**src/rtl/lcd_power_sequencer.sv**
```systemverilog
// lcd_power_sequencer: panel power-up/down sequencing and frame-aligned test-pattern selection.
// Optional macro LCD_AUTOCYCLE_EN enables automatic pattern cycling every AUTO_FRAMES frames while ON.
module lcd_power_sequencer #(
    parameter logic [23:0] DISP_DLY     = 24'd90000,
    parameter logic [7:0]  WARM_FRAMES  = 8'd4,
    parameter logic [23:0] OFF_DLY      = 24'd90000,
    parameter int          NUM_PATTERNS = 4,
    parameter logic [15:0] AUTO_FRAMES  = 16'd120
) (
    input  logic        PixelClk,
    input  logic        nRST,
    input  logic        start_req,
    input  logic        pattern_next,
    input  logic        vsync_in,
    output logic        tg_rst_n,
    output logic        LCD_DISP,
    output logic        LCD_BL,
    output logic [1:0]  pattern_sel,
    output logic [15:0] frame_cnt,
    output logic        ready
);
    typedef enum logic [2:0] {S_OFF, S_DISP, S_TG, S_ON, S_BLOFF, S_TGOFF} state_t;

    localparam logic [23:0] DISP_LAST = DISP_DLY - 24'd1;
    localparam logic [23:0] WARM_LAST = 24'(WARM_FRAMES) - 24'd1;
    localparam logic [23:0] OFF_LAST  = OFF_DLY - 24'd1;
    localparam logic [1:0]  PAT_LAST  = 2'(NUM_PATTERNS - 1);

    state_t      state_q, state_d;
    logic [23:0] cnt_q, cnt_d;
    logic [15:0] frame_q, frame_d;
    logic [1:0]  sel_q, sel_d;
    logic        pend_q, pend_d;
    logic        vsync_q;
    logic        tg_q, disp_q, on_q;
    logic        fe, on, adv, auto_hit, entered;

    // Frame edges only count while the generator is released, so a parked vsync cannot advance anything.
    assign fe      = vsync_q & ~vsync_in & tg_q;
    assign on      = state_q == S_ON;
    assign entered = state_d != state_q;
    assign adv     = on & fe & (pend_q | pattern_next | auto_hit);

`ifdef LCD_AUTOCYCLE_EN
    localparam logic [15:0] AUTO_LAST = AUTO_FRAMES - 16'd1;
    logic [15:0] auto_q, auto_d;
    assign auto_hit = on & fe & (auto_q == AUTO_LAST);
    assign auto_d   = ((state_d == S_ON && !on) || adv) ? 16'd0 : (on & fe) ? auto_q + 16'd1 : auto_q;
    always_ff @(posedge PixelClk or negedge nRST) begin
        if (!nRST) auto_q <= 16'd0;
        else       auto_q <= auto_d;
    end
`else
    assign auto_hit = 1'b0;
`endif

    always_comb begin
        state_d = state_q;
        case (state_q)
            S_OFF:   if (start_req) state_d = S_DISP;
            S_DISP:  if (!start_req) state_d = S_TGOFF;
                     else if (cnt_q == DISP_LAST) state_d = S_TG;
            S_TG:    if (!start_req) state_d = S_TGOFF;
                     else if (fe && cnt_q == WARM_LAST) state_d = S_ON;
            S_ON:    if (!start_req) state_d = S_BLOFF;
            S_BLOFF: if (fe) state_d = S_TGOFF;
            S_TGOFF: if (cnt_q == OFF_LAST) state_d = S_OFF;
            default: state_d = S_OFF;
        endcase
    end

    assign cnt_d   = entered ? 24'd0
                   : (state_q == S_DISP || state_q == S_TGOFF || (state_q == S_TG && fe)) ? cnt_q + 24'd1
                   : cnt_q;
    assign frame_d = (state_d == S_TG && state_q != S_TG) ? 16'd0 : fe ? frame_q + 16'd1 : frame_q;
    assign sel_d   = adv ? ((sel_q == PAT_LAST) ? 2'd0 : sel_q + 2'd1) : sel_q;
    assign pend_d  = (state_d == S_OFF || adv) ? 1'b0 : (pattern_next && state_q != S_OFF) ? 1'b1 : pend_q;

    always_ff @(posedge PixelClk or negedge nRST) begin
        if (!nRST) begin
            state_q <= S_OFF;
            cnt_q   <= 24'd0;
            frame_q <= 16'd0;
            sel_q   <= 2'd0;
            pend_q  <= 1'b0;
            vsync_q <= 1'b1;
            tg_q    <= 1'b0;
            disp_q  <= 1'b0;
            on_q    <= 1'b0;
        end else begin
            state_q <= state_d;
            cnt_q   <= cnt_d;
            frame_q <= frame_d;
            sel_q   <= sel_d;
            pend_q  <= pend_d;
            vsync_q <= vsync_in;
            tg_q    <= state_d inside {S_TG, S_ON, S_BLOFF};
            disp_q  <= state_d != S_OFF;
            on_q    <= state_d == S_ON;
        end
    end

    assign tg_rst_n    = tg_q;
    assign LCD_DISP    = disp_q;
    assign LCD_BL      = on_q;
    assign ready       = on_q;
    assign pattern_sel = sel_q;
    assign frame_cnt   = frame_q;
endmodule

```
**config.mk**
```make
export PLATFORM = sky130hd
export DESIGN_NAME = lcd_power_sequencer
export DESIGN_NICKNAME = d
export VERILOG_FILES = /design/src/rtl/lcd_power_sequencer.sv
export SDC_FILE = /design/constraint.sdc
export NUM_CORES = 1
export LEC_CHECK = 0
export CAP_MARGIN = 20
export CORE_MARGIN = 5
export CORE_UTILIZATION = 56
export DETAILED_ROUTE_END_ITERATION = 6
export PLACE_DENSITY = 0.82
export SLEW_MARGIN = 20
export SYNTH_ARGS = -nofsm -noshare
export SYNTH_HDL_FRONTEND = slang
export SYNTH_SLANG_ARGS = --single-unit
```
**constraint.sdc**
```tcl
create_clock -name PixelClk -period 1.99 [get_ports PixelClk]
set_input_delay 0.398 -clock PixelClk [delete_from_list [all_inputs] [get_ports PixelClk]]
set_output_delay 0.398 -clock PixelClk [all_outputs]
set_load 0.005 [all_outputs]
```
==> Word-level counts from Yosys, hierarchy flattened <==
Cells that the tools add are included.
Widths: inputs -> output; s select.
{ "totals": {"reg_bits": 50, "in_bits": 5, "elab_cells": 62} }
{ "classes": {"n_addsub": 3, "eq_ne": 13, "muxes": 16, "bitwise": 6, "n_reduce_logical": 15} }
{ "ops": {"columns": ["op", "count"], "rows": [
  ["$mux 24", 2],
  ["$mux 16", 2],
  ["$add 24x1->24 const B", 1],
  ["$eq 24x17->1 const B", 1],
  ["$eq 24x2->1 const B", 1],
  ["$mux 3", 8],
  ["$pmux 3 s6", 1],
  ["$add 16x1->16 const B", 1],
  ["$eq 3x2->1 const B", 4],
  ["$eq 3x3->1 const B", 3],
  ["$reduce_bool 3->1", 3],
  ["$logic_not 3->1", 2],
  ["$reduce_bool 2->1", 3],
  ["$and 1x1->1", 4],
  ["$logic_and 1x1->1", 4],
  ["$eq 3x1->1 const B", 1],
  ["$logic_or 1x1->1", 3],
  ["$ne 3x2->1 const B", 1],
  ["$ne 3x3->1", 1],
  ["$add 2x1->2 const B", 1],
  ["$eq 2x2->1 const B", 1],
  ["$mux 1", 2],
  ["$mux 2", 1],
  ["$not 1->1", 1],
  ["$or 1x1->1", 1]
]} }

==> Longest topological paths before layout <==
Gate-level depths: netlist (run 1).
{ "depth": {"word_depth": 10, "mapped_depth": 8, "ltp_nobuf": 6} }

==> Least setup slack after synthesis (run 1) <==
OpenSTA, ideal clock, no wires.
{ "synth_path": {"path_kind": "flip-flop to flip-flop", "start": "reg cnt_q[0]", "end": "reg cnt_q[3]", "setup_time_ns": 0.129, "t_arrival_ns": 1.677, "t_required_ns": 1.861, "path_slack_ns": 0.184, "stages_incl_launch_ff": 9, "path_buffers": 2, "period_less_slack_ns": 1.806, "cell_sequence": "dfrtp_1 > ha_1 > nand3_2 > nor4_4 > and3_1 > buf_4 > nand3b_1 > buf_4 > nor3_1"} }
{ "synth_via": {"elab_chain_len": 7, "word_cells_on_any_way": 14} }
{ "synth_lines": {"columns": ["element", "line", "source"], "rows": [
  ["start, declared", "30", "logic [23:0] cnt_q, cnt_d;"],
  ["start signal, assigned", "92", "cnt_q <= cnt_d;"],
  ["$eq 24x2->1", "64", "else if (fe && cnt_q == WARM_LAST) state_d = S_ON;"],
  ["$logic_and 1x1->1", "64", null],
  ["$mux 3", "64", null],
  ["$mux 3", "63", "S_TG: if (!start_req) state_d = S_TGOFF;"],
  ["$pmux 3 s6", "59", "case (state_q)"],
  ["$ne 3x3->1", "41", "assign entered = state_d != state_q;"],
  ["$mux 24 or $reduce_bool 2->1 (tied branches)", null, null]
]} }
Several ways; a longest one is shown, not always the timed one. The select of a mux whose other input is x is not followed.
A chain may end at the register's enable or synchronous reset.

==> Worst setup path in the final report (run 1) <==
{ "layout_path": {"start": "reg cnt_q[15]", "end": "reg tg_q, in the netlist tg_rst_n"} }
{ "layout_via": {"elab_chain_len": 7, "word_cells_on_any_way": 13} }
{ "layout_lines": {"columns": ["element", "line", "source"], "rows": [
  ["$eq 24x2->1", "64", null],
  ["$logic_and 1x1->1", "64", null],
  ["$mux 3", "64", null],
  ["$mux 3", "63", null],
  ["$pmux 3 s6 *", "59", null],
  ["$eq 3x2->1 or $eq 3x3->1 (tied branches)", "97", "tg_q <= state_d inside {S_TG, S_ON, S_BLOFF};"],
  ["$reduce_bool 3->1 *", "97", null],
  ["end signal, assigned", "97", null],
  ["end, declared", "35", "logic tg_q, disp_q, on_q;"]
]} }
Every way passes the cells marked *; elsewhere a longest branch is shown, timed or not.

==> run_results.csv, run 1 <==
group,metric,value,unit
die,io-pin-count,27,
cts,clk_path_buf_depth,2,
routing,drtIter0Drc,167,
die,die_area,6220,sq um
global_routing,grt_antenna_before_repair,0,
place,placed_cell_area,3090,sq um
yosys,synth_area,2660,sq um
global_routing,use_met1,25.0,%
sta,drv_slew,0,
global_routing,grt_pass1_vias,2110,
routing,vias,2156,
routing,detail_route.vias_per_cell,5.91,
routing,wirelength,5.62,mm
pwr,power_frac_seq,48.8,%
place,gp_congestion,0.835,
sta,finalSetupViolations,0,
yosys,synth-warning-count,0,
sta,setup-tns-final,0,ns
sta,clock_skew,0.00915,ns
die,core_area,4660,sq um
routing,wl_per_cell,15.4,um
global_routing,gr-total-overflow,0,
pwr,p_comb_share,23.3,%
yosys,ys_seq_area_share,47.1,%
die,start_util,57.0,%
global_routing,met2_usage,33.1,%
sta,whs,0.0529,ns
sta,rsz0062_at_grt,"false",
cells_and_area,seq_area,1250,sq um
yosys,ys_ff_latch,50,
global_routing,grt_max_degree,30,
cts,cts_buffers,5,
place,dp_hpwl,3.95,mm
sta,finalHoldViolations,0,
cts,htree_levels,2,
cells_and_area,area_growth,20.7,%
global_routing,grtUsageMet3,4.08,%
yosys,yosysTopAreaCellShare,46.1,%
yosys,yosys_most_used_dff,"dfrtp_1",
worst_setup_path,rr_worst_depth,5,
cts,clk_latency,0.30,ns
worst_setup_path,timing.rr.start,"cnt_q[15]$_DFFE_PN0P_",
outcome,status,"finished, final reports clean",
sta,fin_ws,0.115,ns
sta,fin_crit_sh,94.2,%
yosys,synth_edf_count,0,
cells_and_area,final_cell_area,3210,sq um
sta,fin_crit,1.88,ns
worst_setup_path,rr_endpoint,"tg_rst_n$_DFF_PN0_",
worst_setup_path,r2r_slack,0.11,ns
place,portBuffers,26,
cts,cts.sinks,50,
sta,fmax,533,MHz
pwr,power.leakage,1.44,nW
worst_setup_path,criticalPathCategory,"flip-flop to flip-flop",
yosys,avgSynthCellArea,9.81,sq um
worst_setup_path,cp.arrival,2.12,ns
cells_and_area,final_nets,318,
routing,postRouteAntennaNets,0,
global_routing,grt_pass1_wl,9.77,mm
cells_and_area,multiInputGateArea,1330,sq um
sta,relSlewSlack,66.0,%
worst_setup_path,start_kind,"flip-flop",
sta,tightest_slew,0.510,ns
pwr,vdd_drop_max,499,uV
global_routing,grt.total_usage,19.7,%
pwr,clockPowerShare,27.9,%
cts,cts_tree,"yes",
cells_and_area,n_fill_cell,365,
worst_setup_path,required,2.23,ns
pwr,powerDensity,794,nW/um^2
die,die_h,78.9,um
die,rows,25,
global_routing,busiest_layer,"met2",
cells_and_area,drive_gt1_share,11.9,%
worst_setup_path,crit_path_end_kind,"flip-flop",
cts,cts_hold_buf,0,
pwr,swShare,30.0,%
worst_setup_path,setup.worst_path.start,"cnt_q[15]$_DFFE_PN0P_",
routing,drc,0,
yosys,syn-num-nets,279,
yosys,async_flop_share,100,%
die,fp.dieW,78.9,um
yosys,synth_largest_area_cell,"dfrtp_1",
cts,cts_root_buf,"clkbuf_8",
pwr,p_int,1.78,mW
yosys,synth.area.top_cells,"dfrtp_1 (46%), xor2_1 (9.6%), nor3_1 (5.6%)",
job,drv_cap,0,
yosys,synth_cells,271,
hold_path,hp-class,"input port to async pin",
pwr,netSwitchingPower,765,uW
worst_setup_path,crit_fanout,5,
cts,cts.clk_slew.worst_paths,0.09,ns
cells_and_area,antennaDiodeCount,0,
yosys,ys_types,42,
place,dpl_worst_slack,-0.0215,ns
routing,drt_pass1_iterations,4,
[timing repair]
| action | in CTS | in global routing |
|---|---|---|
| gates resized for setup | 0 | 2 |
| setup buffers | 0 | 0 |
| setup endpoints to repair | 0 | 16 |
| endpoints found under the hold margin | 0 | 0 |
[critical path: stages, from the launching register on]
cell and delay [ns]:
dfrtp_1 0.45, nor4_1 0.35, and3_2 0.30, a31oi_1 0.10, or3b_1 0.41, a21bo_1 0.20
[placed cells by master, fill, tap and decap left out, types with 4 or more instances in the layout]
cell type	instances
nor2_1	23
dfrtp_1	49
nor4_1	4
and3_1	11
xor2_1	29
xnor2_1	10
nor3_1	30
o21ai_0	4
nand3_1	15
buf_4	17
and4_1	4
clkdlybuf4s50_1	25
nand4_1	17
nand2_1	16
clkbuf_8	5
[power by group through the flow]
stage | sequential [mW] | combinational, mW | clock, mW
finish | 1.24 | 0.594 | 0.711
global route | 1.26 | 0.676 | 0.777
CTS | 1.24 | 0.591 | 0.733
detailed placement | 1.26 | 0.587 | 0
global placement | 1.26 | 0.568 | 0
floorplan | 1.23 | 0.351 | 0
[metal layers]
metal	up-vias	part of all wire, %
met5	-	0
met4	0	1.4
met3	6	4.2
met2	51	49
met1	1052	46
li1	1047	-
[Yosys cell counts (3+ instances only)]
master / number
and4_1: 4
nor4_1: 4
a31oi_1: 3
and3_1: 12
nand2_1: 16
o21ai_0: 4
ha_1: 3
a21oi_1: 3
nand2b_1: 3
clkbuf_1: 3
nor3b_1: 3
and2_1: 3
buf_4: 3
nor3_1: 30
nor2_1: 23
xnor2_1: 10
buf_2: 8
xor2_1: 29
nand3_1: 15
dfrtp_1: 49
nand4_1: 17
[kinds of logic after synthesis]
kind of cell	synth area share [%]
compound gates	4.71
xor+xnor	12.9
fa+ha+maj	1.41
buf+inv	3.06
flops	47.1
mux	1.22
simple gates	29.6
[metrics by stage]
stage | std cells | power (mW) | util [%]
6_report | 365 | 2.55 | 68.8
3_3_place_gp | 357 | 1.83 | 66.4
2_1_floorplan | 271 | 1.59 | -
5_1_grt | 365 | 2.72 | 68.8
4_1_cts | 365 | 2.56 | 68.8
3_5_place_dp | 357 | 1.85 | 66.4
[final cells by class]
type	count	share of cell area, %
Clock inverter	2	1.17
Sequential cell	50	39.0
Inverter	2	0.234
Tap cell	54	2.11
Clock buffer	6	2.26
Multi-Input combinational cell	205	41.4
Timing Repair Buffer	46	13.8
[registers in the layout (all words and copies together) (netlist names)]
signal       cells
LCD_BL           1
tg_rst_n         1
LCD_DISP         1
pattern_sel      2
frame_cnt       16
pend_q           1
cnt_q           24
vsync_q          1
state_q          3
[worst max path at each step]
stage / cells after the start / endpoint / slack, ns
detailed placement: 5 / pattern_sel[1]$_DFFE_PN0P_ / -0.02
finish: 5 / tg_rst_n$_DFF_PN0_ / 0.11
global route: 5 / tg_rst_n$_DFF_PN0_ / 0.00003
floorplan: 8 / cnt_q[3]$_DFFE_PN0P_ / 0.18
CTS: 8 / cnt_q[3]$_DFFE_PN0P_ / 0.05
global placement: 5 / pattern_sel[0]$_DFFE_PN0P_ / 0.01
Power figures use the tool's default switching activity.
==> run 2, diff against run 1 <==
--- a/config.mk
+++ b/config.mk
@@ -9,7 +9,8 @@
 export CORE_MARGIN = 5
 export CORE_UTILIZATION = 56
 export DETAILED_ROUTE_END_ITERATION = 6
-export PLACE_DENSITY = 0.82
+export PLACE_DENSITY = 0.86
+export SKIP_LAST_GASP = 1
 export SLEW_MARGIN = 20
 export SYNTH_ARGS = -nofsm -noshare
 export SYNTH_HDL_FRONTEND = slang
==> run_results.csv, run 2 (synthesis gave the netlist of run 1 again) <==
group,metric,value,unit
outcome,status,"finished, final reports clean",
routing,wirelength,5.85,mm
sta,finalSetupViolations,0,
sta,drv_slew,0,
cts,cts_buffers,5,
pwr,power.leakage,1.43,nW
routing,wl_per_cell,16.0,um
cells_and_area,final_nets,318,
cells_and_area,multiInputGateArea,1330,sq um
worst_setup_path,timing.rr.start,"cnt_q[15]$_DFFE_PN0P_",
cells_and_area,regMostFlops,"cnt_q",
pwr,vdd_drop_max,449,uV
die,start_util,57.0,%
sta,fin_crit_sh,93.7,%
worst_setup_path,crit_path_end_kind,"flip-flop",
routing,drtIter0Drc,134,
routing,detail_route.vias_per_cell,6.06,
cts,cts_hold_buf,0,
worst_setup_path,cp.arrival,2.12,ns
routing,vias,2212,
global_routing,grt.total_usage,20.9,%
die,die_h,78.9,um
die,fp.dieW,78.9,um
cts,cts.sinks,50,
pwr,powerDensity,774,nW/um^2
die,rows,25,
cts,clk_latency,0.31,ns
worst_setup_path,crit_fanout,5,
routing,postRouteAntennaNets,0,
sta,fin_crit,1.86,ns
global_routing,grt_pass1_vias,2219,
cells_and_area,seq_area,1250,sq um
global_routing,gr-total-overflow,0,
routing,drt_pass1_iterations,4,
global_routing,grt_max_degree,25,
worst_setup_path,rr_worst_depth,5,
worst_setup_path,endpoint,"tg_rst_n$_DFF_PN0_",
die,io-pin-count,27,
worst_setup_path,start_kind,"flip-flop",
sta,clock_skew,0.00840,ns
hold_path,hp-class,"input port to async pin",
cts,cts.clk_slew.worst_paths,0.10,ns
sta,finalHoldViolations,0,
die,core_area,4660,sq um
cts,clk_path_buf_depth,2,
worst_setup_path,required,2.25,ns
die,die_area,6220,sq um
routing,drc,0,
cells_and_area,final_common_cell,"dfrtp_1",
place,dp_hpwl,4.21,mm
global_routing,grt_pass1_wl,10.3,mm
global_routing,grt_antenna_before_repair,0,
sta,rsz0062_at_grt,"false",
cells_and_area,antennaDiodeCount,0,
worst_setup_path,rr_endpoint,"tg_rst_n$_DFF_PN0_",
cells_and_area,post-route-util,68.2,%
sta,tightest_slew,0.423,ns
sta,relSlewSlack,71.8,%
cts,htree_levels,2,
cells_and_area,n_fill_cell,359,
cts,cts_root_buf,"clkbuf_8",
worst_setup_path,criticalPathCategory,"flip-flop to flip-flop",
sta,whs,0.00843,ns
cells_and_area,area_growth,19.6,%
cells_and_area,mostFrequentLayoutCells,"dfrtp_1 (48), nor3_1 (30), xor2_1 (29), clkdlybuf4s50_1 (25), nor2_1 (23)",
cells_and_area,largest_register_ffs,24,
sta,fmax,536,MHz
job,drv_cap,0,
place,gp_congestion,0.883,
place,portBuffers,26,
worst_setup_path,r2r_slack,0.13,ns
cts,cts_tree,"yes",
worst_setup_path,setup.worst_path.start,"cnt_q[15]$_DFFE_PN0P_",
cells_and_area,drive_gt1_share,12.2,%
==> run 2: cell type report <==
class	count	area share, %
Clock inverter	3	0.787
Sequential cell	50	39.4
Tap cell	54	2.13
Timing Repair Buffer	46	13.5
Multi-Input combinational cell	205	41.7
Clock buffer	5	2.17
Inverter	2	0.236
==> run 2: how the worst min path moves through the flow <==
| stage | from | end | slack [ns] | depth (start not counted) |
|---|---|---|---|---|
| global route | nRST | frame_cnt[1]$_DFFE_PN0P_ | 0.03 | 1 |
| finish | nRST | pattern_sel[0]$_DFFE_PN0P_ | 0.008 | 1 |
| floorplan | nRST | LCD_BL$_DFF_PN0_ | 0.10 | 0 |
| global placement | nRST | pend_q$_DFFE_PN0P_ | 0.35 | 1 |
| detailed placement | nRST | pend_q$_DFFE_PN0P_ | 0.35 | 1 |
| CTS | nRST | frame_cnt[1]$_DFFE_PN0P_ | 0.01 | 1 |
==> run 2: per-layer routing <==
metal,share of wire [%],track usage (%)
met1,43,25.5
met2,50,36.0
met3,5.0,4.31
met4,2.4,8.93
met5,0,0
==> run 2: power breakdown <==
group / leakage, nW / total [mW] / switching (mW) / internal [mW]
clock network: 0.0447 / 0.619 / 0.365 / 0.254
logic: 0.721 / 0.596 / 0.305 / 0.291
registers: 0.666 / 1.25 / 0.131 / 1.11
total: 1.43 / 2.46 / 0.802 / 1.66
==> run 2: critical path, cell delays in order, from the launching register on <==
cell,delay [ns]
dfrtp_1,0.44
nor4_1,0.34
and3_2,0.29
a31oi_1,0.11
or3b_1,0.43
a21bo_1,0.20
==> run 2: stage by stage <==
step	setup TNS, ns	instance area [sq um]	total power, mW	cells	worst slack, ns
2_1_floorplan	0	2660	1.59	271	0.184
3_3_place_gp	0	3080	1.82	357	0.0124
3_5_place_dp	-0.340	3080	1.85	357	-0.0488
4_1_cts	0	3180	2.48	365	0.0641
5_1_grt	0	3180	2.61	365	0.0137
6_report	0	3180	2.46	365	0.125
==> run 2: what timing repair did <==
action                                  4_1_cts  5_1_grt
endpoints found under the hold margin         0        0
endpoints found under the setup margin        0       19
gates resized for setup                       0        2
buffers inserted                              0        0
